==> config.mk <==
export PLATFORM = sky130hd
export DESIGN_NAME = datapath_core
export DESIGN_NICKNAME = d
export VERILOG_FILES = /design/src/rtl/datapath_core_pkg.sv /design/src/rtl/datapath_core_alu.sv /design/src/rtl/datapath_core.sv
export SDC_FILE = /design/constraint.sdc
export NUM_CORES = 1
export LEC_CHECK = 0
export BUFFER_PORTS_ARGS = -buffer_cell sky130_fd_sc_hd__buf_2
export CAP_MARGIN = 20
export CORE_MARGIN = 1
export CORE_UTILIZATION = 53
export CTS_CLUSTER_DIAMETER = 150
export DETAILED_ROUTE_END_ITERATION = 6
export PLACE_DENSITY = 0.71
export SYNTH_ARGS = -nofsm -noshare
export SYNTH_HDL_FRONTEND = slang
export SYNTH_SLANG_ARGS = --single-unit
==> constraint.sdc <==
create_clock -name clk -period 8.8 [get_ports clk]
set_clock_uncertainty 0.15 [all_clocks]
set_input_delay 0.44 -clock clk [delete_from_list [all_inputs] [get_ports clk]]
set_output_delay 0.44 -clock clk [all_outputs]
set_load 0.005 [all_outputs]
==> src/rtl/datapath_core_pkg.sv <==
// Shared encodings for the processor datapath: bus source codes, strobe bit
// indices and ALU opcodes. The control FSM imports the same package.
package datapath_core_pkg;

  localparam int DATA_W_DEF = 16;
  localparam int ADDR_W_DEF = 8;
  localparam int STRB_W     = 16;

  typedef enum logic [3:0] {
    SRC_NONE = 4'd0,
    SRC_PC   = 4'd1,
    SRC_AR   = 4'd2,
    SRC_IR   = 4'd4,
    SRC_AC   = 4'd5,
    SRC_R    = 4'd6,
    SRC_R1   = 4'd7,
    SRC_R2   = 4'd8,
    SRC_R3   = 4'd9,
    SRC_R4   = 4'd10,
    SRC_DM   = 4'd12,
    SRC_IM   = 4'd13
  } src_e;

  localparam int WB_PC     = 1;
  localparam int WB_AR     = 2;
  localparam int WB_IR     = 3;
  localparam int WB_AC     = 4;
  localparam int WB_R      = 5;
  localparam int WB_R4     = 7;
  localparam int WB_R3     = 8;
  localparam int WB_R2     = 9;
  localparam int WB_R1     = 10;
  localparam int WB_DM     = 11;
  localparam int WB_ALU_AC = 12;

  typedef enum logic [2:0] {
    ALU_NONE = 3'd0,
    ALU_ADD  = 3'd1,
    ALU_SUB  = 3'd2,
    ALU_MUL  = 3'd3,
    ALU_LSH  = 3'd4
  } alu_op_e;

  // Per-register update request as seen by the counting registers (PC, AR, AC).
  typedef struct packed {
    logic clr;
    logic ld;
    logic inc;
  } strb_t;

  function automatic strb_t get_strb(logic [STRB_W-1:0] we, logic [STRB_W-1:0] inc,
                                     logic [STRB_W-1:0] clr, int idx);
    strb_t s;
    s.clr = clr[idx];
    s.ld  = we[idx];
    s.inc = inc[idx];
    return s;
  endfunction

endpackage

==> src/rtl/datapath_core_alu.sv <==
// Combinational ALU on AC and R; results wrap to DATA_W bits, no flags.
module alu_unit
  import datapath_core_pkg::*;
#(
  parameter int DATA_W = DATA_W_DEF
) (
  input  logic [DATA_W-1:0] ac_i,
  input  logic [DATA_W-1:0] r_i,
  input  logic [2:0]        alu_op_i,
  output logic [DATA_W-1:0] res_o
);

  always_comb begin
    res_o = ac_i;
    case (alu_op_i)
      ALU_ADD: res_o = ac_i + r_i;
      ALU_SUB: res_o = ac_i - r_i;
      ALU_MUL: res_o = ac_i * r_i;
      ALU_LSH: res_o = {ac_i[DATA_W-2:0], 1'b0};
      default: res_o = ac_i;
    endcase
  end

endmodule

==> src/rtl/datapath_core.sv <==
// Register/bus datapath: PC, AR, IR, AC, R, R1-R4 sharing one bus, driven by
// the control FSM's read select and per-register strobes.
module datapath_core
  import datapath_core_pkg::*;
#(
  parameter int DATA_W = DATA_W_DEF,
  parameter int ADDR_W = ADDR_W_DEF
) (
  input  logic              clk,
  input  logic              rst_n,
  input  logic [3:0]        read_en,
  input  logic [15:0]       write_en,
  input  logic [15:0]       inc_en,
  input  logic [15:0]       clr_en,
  input  logic [2:0]        alu_op,
  input  logic [DATA_W-1:0] im_rdata,
  input  logic [DATA_W-1:0] dm_rdata,
  output logic [ADDR_W-1:0] im_addr,
  output logic [ADDR_W-1:0] dm_addr,
  output logic [DATA_W-1:0] dm_wdata,
  output logic              dm_we,
  output logic [5:0]        instruction,
  output logic [15:0]       z,
  output logic [DATA_W-1:0] bus
);

  logic [ADDR_W-1:0] pc_q, pc_d, ar_q, ar_d;
  logic [DATA_W-1:0] ir_q, ir_d, ac_q, ac_d, r_q, r_d;
  logic [DATA_W-1:0] r1_q, r1_d, r2_q, r2_d, r3_q, r3_d, r4_q, r4_d;
  logic [DATA_W-1:0] alu_res;
  strb_t             pc_s, ar_s, ac_s;

  alu_unit #(.DATA_W(DATA_W)) u_alu (
    .ac_i     (ac_q),
    .r_i      (r_q),
    .alu_op_i (alu_op),
    .res_o    (alu_res)
  );

  always_comb begin
    bus = '0;
    case (read_en)
      SRC_PC:  bus = {{(DATA_W-ADDR_W){1'b0}}, pc_q};
      SRC_AR:  bus = {{(DATA_W-ADDR_W){1'b0}}, ar_q};
      SRC_IR:  bus = ir_q;
      SRC_AC:  bus = ac_q;
      SRC_R:   bus = r_q;
      SRC_R1:  bus = r1_q;
      SRC_R2:  bus = r2_q;
      SRC_R3:  bus = r3_q;
      SRC_R4:  bus = r4_q;
      SRC_DM:  bus = dm_rdata;
      SRC_IM:  bus = im_rdata;
      default: bus = '0;
    endcase
  end

  assign pc_s = get_strb(write_en, inc_en, clr_en, WB_PC);
  assign ar_s = get_strb(write_en, inc_en, clr_en, WB_AR);
  assign ac_s = get_strb(write_en, inc_en, clr_en, WB_AC);

  // Counting registers: clear beats load beats increment.
  always_comb begin
    pc_d = pc_q;
    if (pc_s.clr)      pc_d = '0;
    else if (pc_s.ld)  pc_d = bus[ADDR_W-1:0];
    else if (pc_s.inc) pc_d = pc_q + ADDR_W'(1);

    ar_d = ar_q;
    if (ar_s.clr)      ar_d = '0;
    else if (ar_s.ld)  ar_d = bus[ADDR_W-1:0];
    else if (ar_s.inc) ar_d = ar_q + ADDR_W'(1);

    // AC has two load sources; the ALU path wins over the bus.
    ac_d = ac_q;
    if (ac_s.clr)                    ac_d = '0;
    else if (write_en[WB_ALU_AC])    ac_d = alu_res;
    else if (ac_s.ld)                ac_d = bus;
    else if (ac_s.inc)               ac_d = ac_q + DATA_W'(1);
  end

  always_comb begin
    ir_d = write_en[WB_IR] ? bus : ir_q;
    r_d  = write_en[WB_R]  ? bus : r_q;
    r1_d = write_en[WB_R1] ? bus : r1_q;
    r2_d = write_en[WB_R2] ? bus : r2_q;
    r3_d = write_en[WB_R3] ? bus : r3_q;
    r4_d = write_en[WB_R4] ? bus : r4_q;
  end

  always_ff @(posedge clk or negedge rst_n) begin
    if (!rst_n) begin
      pc_q <= '0;
      ar_q <= '0;
      ir_q <= '0;
      ac_q <= '0;
      r_q  <= '0;
      r1_q <= '0;
      r2_q <= '0;
      r3_q <= '0;
      r4_q <= '0;
    end else begin
      pc_q <= pc_d;
      ar_q <= ar_d;
      ir_q <= ir_d;
      ac_q <= ac_d;
      r_q  <= r_d;
      r1_q <= r1_d;
      r2_q <= r2_d;
      r3_q <= r3_d;
      r4_q <= r4_d;
    end
  end

  assign im_addr     = pc_q;
  assign dm_addr     = ar_q;
  assign dm_wdata    = bus;
  assign dm_we       = write_en[WB_DM];
  assign instruction = ir_q[5:0];
  assign z           = {15'b0, (ac_q == '0)};

  // Strobe bits with no destination, and inc/clr on load-only registers.
  logic unused_strb;
  assign unused_strb = ^{write_en[15:13], write_en[6], write_en[0],
                         inc_en[15:5], inc_en[3], inc_en[0],
                         clr_en[15:5], clr_en[3], clr_en[0]};

endmodule

# ---- Word-level counts from Yosys, hierarchy flattened
# Index checks and enable logic that the tools add are counted.
dict set report totals {
  ff_bits 128
  input_bits 89
  output_inout_bits 71
  word_cells 48
}
dict set report op_classes {
  addsub 5
  multipliers 1
  eq_ne 16
  mux 12
  n_reduce_logical 5
}
# cell n
set ops {}
lappend ops {{16-bit one-hot mux with 11 select lines} 1}
lappend ops {{16-bit 2-to-1 mux} 4}
lappend ops {{16-bit one-hot mux with 4 select lines} 1}
lappend ops {{8-bit 2-to-1 mux} 6}
lappend ops {{4-bit equality test, second input constant} 5}
lappend ops {{16-bit by 1-bit adder with 16-bit output, second input constant} 1}
lappend ops {{16-bit adder} 1}
lappend ops {{8-bit by 1-bit adder with 8-bit output, second input constant} 2}
lappend ops {{4-bit by 3-bit equality test with 1-bit output, second input constant} 4}
lappend ops {{16-bit logical NOT} 1}
lappend ops {{16-bit by 16-bit multiplier with 16-bit output} 1}
lappend ops {{16-bit subtractor} 1}
lappend ops {{3-bit by 2-bit equality test with 1-bit output, second input constant} 2}
lappend ops {{6-bit by 1-bit != test with 1-bit output, second input constant} 1}
lappend ops {{3-bit nonzero test} 2}
lappend ops {{4-bit by 1-bit equality test with 1-bit output, second input constant} 1}
lappend ops {{4-bit by 2-bit equality test with 1-bit output, second input constant} 1}
lappend ops {{4-bit nonzero test} 1}
lappend ops {{3-bit by 1-bit equality test with 1-bit output, second input constant} 1}
lappend ops {{3-bit equality test, second input constant} 1}
lappend ops {{2-bit AND reduction} 1}

# ---- Depth between registers and ports, before layout
dict set report depth {
  depth_word 5
  ltp_mapped 22
  mapped_depth_nobuf 21
}

# ---- Cells and area by module
# Synthesis repeated with hierarchy kept, for this count alone.
dict set report hier_totals {
  cells_unflattened 1560
  area_unflattened_um2 13386.6
}
# mod n_inst cells_each area_per_inst_um2 seq_area_each_um2
set by_module_without_submodules {}
lappend by_module_without_submodules {datapath_core 1 832 7734.9 3203.1}
lappend by_module_without_submodules {alu_unit 1 728 5651.7 0.0}

# ---- Least setup slack after synthesis
# No wires, ideal clock.
dict set report synth_path {
  path_kind {register to register}
  from {register r_q[2]}
  to {register ac_q[15]}
  setup_time_ns 0.066
  arrival_time_ns 5.561
  t_required_ns 8.584
  setup_slack_ns 3.023
  stages_incl_launch_ff 20
  path_buffers 2
  period_less_slack_ns 5.777
  cell_sequence {dfrtp_1 -> clkbuf_1 -> clkbuf_1 -> nand2_1 -> fa_1 -> fa_1 -> fa_1 -> fa_1 -> inv_1 -> fa_1 -> inv_1 -> fa_1 -> inv_1 -> ha_1 -> a21o_1 -> a221o_1 -> a31oi_1 -> xnor2_1 -> a221oi_1 -> a31o_1}
}
dict set report synth_via {
  elab_chain_cells 4
  elab_cells_between_ends 6
  classes_between {add/sub: 2; mul: 1; mux: 3}
}
# item line_no
set synth_lines {}
lappend synth_lines {{start, declared} datapath_core.sv:28} ;# logic [DATA_W-1:0] ir_q, ir_d, ac_q, ac_d, r_q, r_d;
lappend synth_lines {{start signal, assigned} datapath_core.sv:107} ;# r_q <= r_d;
lappend synth_lines {{16-bit by 16-bit multiplier with 16-bit output, or another cell as far along} datapath_core_alu.sv:18} ;# ALU_MUL: res_o = ac_i * r_i;
lappend synth_lines {{16-bit one-hot mux with 4 select lines *} datapath_core_alu.sv:15} ;# case (alu_op_i)
lappend synth_lines {{16-bit 2-to-1 mux *} datapath_core.sv:77} ;# else if (write_en[WB_ALU_AC]) ac_d = alu_res;
lappend synth_lines {{16-bit 2-to-1 mux *} datapath_core.sv:76} ;# if (ac_s.clr) ac_d = '0;
lappend synth_lines {{end signal, assigned} datapath_core.sv:96} ;# ac_q <= '0;
lappend synth_lines {{end signal, assigned} datapath_core.sv:106} ;# ac_q <= ac_d;
lappend synth_lines {{end, declared} datapath_core.sv:28}
# Mark *: on every way between the ends. The rest lies on a longest branch, timed or not.
# A chain may end at the register's enable or synchronous reset.

# ---- Worst setup path in the final report
dict set report layout_path {
  from {register ac_q[3]}
  to {register ac_q[15]}
}
dict set report layout_via {
  elab_chain_cells 5
  elab_cells_between_ends 9
  classes_between {add/sub: 3; mul: 1; mux: 5}
}
# item line_no
set layout_lines {}
lappend layout_lines {{branches (longest 3 deep; another with 16-bit by 16-bit multiplier with 16-bit output)} -}
lappend layout_lines {{16-bit 2-to-1 mux *} datapath_core.sv:77}
lappend layout_lines {{16-bit 2-to-1 mux *} datapath_core.sv:76}
# Mark *: on every way between the ends. The select of a mux whose other input is x is not followed.

==> results.md <==
- Fin area: 0.0132 mm2
- Starting Density: 53.9%
- Critical R2R Launch: ac_q[3]$_DFFE_PN0P_
- Critical path class: reg2reg
- Post-synth EDFFs: 0
- Non-filler cells in the finished layout: 1779
- CTS tree: yes
- CTS max path bufs: 2
- Vias in the first global route: 10.4k
- Nets: 1721
- Multi-input logic area: 0.00783 mm2
- Final min period: 6.33 ns
- FF+latch area: 0.00320 mm2
- Largest net degree at the start of global routing: 73
- Outcome: finished, final reports clean
- Final setup viols: 0
- Slew Viols, Final: 0
- Total grt overflow: 0
- Maximum vdd drop: 0.000195 V
- Final GP Congestion: around 0.92
- Rel. slew slack: around 34%
- Clk slew on worst S/H paths: ~0.070 ns
- Cell area power density: 248 mW/mm2
- Startpoint types: register
- Die ar.: 0.0235 mm2
- Layout cells sized above 1: 12.2%
- RSZ-0062 raised after global routing: no
- Crit share post-route: 72.0%
- Hold Slack: approximately 0.011 ns
- Slew @ Worst Pin: 0.987 ns
- Worst-skew pair later-pin latency: 0.42 ns
- Critical Path RT: ~9 ns
- Leak: 6.19 nW
- 1st-iter DRT viols: 1053
- Antenna-violating nets left: 0
- GRT Total Usage: 31.1%
- Register area share after synthesis: 26.4%
- Area Growth Syn to Fin: 8.64%
- Crit. Startpoint: ac_q[3]$_DFFE_PN0P_
- Arr. time, crit path: ~6.5 ns
- Final hold vios: 0
- DP Area: 0.0126 mm2
- Core area: ~0.023 mm2
- Achievable Freq: 158 MHz
- Post-synth top area share: 26.4%
- First-pass GRT wire length: 56900 um
- Yosys warnings: 0
- Post-synth top area cell: dfrtp_1
- Row cnt: 55
- Antenna cells: 0
- TritonCTS buffer count: 17
- Routed WL per cell: around 20 um
- Yosys reg bits: 128
- CP max FO: 19
- Cell variety after synth: 69
- CTS Hold Bufs: 0
- Chip height: 153 um
- Fillers: 2063
- Number of vias per cell: between 6 and 7
- DIE WIDTH: 153 um
- # IOs: 160
- IO buf count: 111
- Root Driver: clkbuf_16
- Placed insts: around 1.7k
- HPWL Detailed: 25000 um
- Post-route setup TNS: 0 ns
- Clk sinks: 128
- Top-count cell post-synth: nor2_1
- Cells after Synth: 1451
- Ranking of synthesized cells by area: dfrtp_1 (26%), fa_1 (13%), ha_1 (7.2%), nor2_1 (5.7%), a21oi_1 (5.6%)
- Design Power: around 3.3 mW
- First-pass iteration count of the detailed router: 6
- Mean Syn Cell Area: 8.38 um2
- Post-synth top cells: nor2_1 (185), inv_1 (142), a21oi_1 (137)
- Max-capacitance violation count: 0
- Worst setup EP type: register
- H-Tree Depth: 4
- CTS resizes: 0
- Postcts setup bufs: 0
- Synth Flop Type: dfrtp_1
- Remaining routing DRC violations: 0
- DRT Wirelength: between 30000 and 40000 um
- Hold Crit Class: in2async
- DR vias: 10.7k
- Initial antenna violation count: 0
- Post-Syn Area: 0.0122 mm2
- Async SR Flop Fraction: 100%
[per-stage QoR]
step                      utilization (%)  worst slack [ns]
after floorplan                         -              3.02
after global placement               55.9              2.63
after detailed placement             55.9              2.51
after CTS                            58.5              2.49
after global routing                 58.5              2.24
final                                58.5              2.47
[sequential cells by signal, indices dropped and copies added (netlist names)]
register and count:
ac_q 16, dm_addr 8, im_addr 8, ir_q 16, r1_q 16, r2_q 16
r3_q 16, r4_q 16, r_q 16
[layout by cell type (no fill, tap or decap), drive strengths merged, types with 7 or more instances in the layout]
master  count
a22o        7
xnor2      65
a222oi     12
nand2     115
a221oi     11
nor3       22
ha         70
nor2      188
nand4      10
dfrtp     128
a211oi     31
a21oi     137
conb       15
and2       58
nand2b     13
clkbuf     19
buf       130
fa         81
nand3      30
a22oi      36
o21ai      27
xor2       19
nor2b      10
a31oi      13
mux2i      10
and3        7
o211ai     17
inv       146
[layer usage]
| layer | part of all wire [%] | global-route usage (%) |
|---|---|---|
| met1 | 41 | 41.3 |
| met3 | 8.5 | 4.65 |
| met5 | 0 | 0 |
| met2 | 48 | 51.4 |
| met4 | 3.2 | 11.7 |
[layout make-up]
cell class | instances | share of cell area [%]
Clock buffer | 19 | 3.28
Clock inverter | 13 | 1.17
Inverter | 142 | 4.04
Multi-Input combinational cell | 1062 | 59.3
Sequential cell | 128 | 24.3
Tap cell | 285 | 2.70
Timing Repair Buffer | 130 | 5.31
[report_power, final]
group | internal (mW) | switching, mW
Clock | 0.423 | 0.290
Combinational | 0.723 | 1.03
Sequential | 0.666 | 0.139
Total | 1.81 | 1.46
[critical path, stage by stage, from the launching register on]
cell and delay, ns:
dfrtp_1 0.89, inv_1 0.40, nor2_1 0.22, fa_1 0.18
inv_1 0.05, fa_1 0.42, fa_1 0.53, fa_1 0.55
inv_1 0.05, fa_1 0.47, inv_1 0.05, fa_1 0.48
inv_1 0.04, ha_1 0.33, a21o_1 0.20, a221o_1 0.40
a31oi_1 0.23, xnor2_1 0.12, a221oi_1 0.33, a31o_1 0.19
[path summary, 6_finish.rpt]
check,endpoint,slack [ns],cells past startpoint
max in group asynchronous,r_q[5]$_DFFE_PN0P_,7.16,2
min in group clk,dm_addr[3]$_DFFE_PN0P_,0.14,2
min reg2reg,ir_q[15]$_DFFE_PN0P_,0.38,2
max,ac_q[15]$_DFFE_PN0P_,2.47,19
max reg2reg,ac_q[15]$_DFFE_PN0P_,2.47,19
min,dm_addr[1]$_DFFE_PN0P_,0.01,1
[kinds of logic (layout without fill, tap and decap cells)]
group / after synthesis / in the layout / synth area share [%]
AND/OR/NAND/NOR: 474 / 474 / 18.1
AO/OA/AOI/OAI: 328 / 328 / 18.2
buffers and inverters: 275 / 304 / 9.83
adder cells (fa/ha/maj): 151 / 151 / 20.5
flip-flops: 128 / 128 / 26.4
XOR/XNOR: 84 / 84 / 6.05
multiplexers: 10 / 10 / 0.824
other: 1 / 15 / 0.0309
Power figures use the tool's default switching activity.
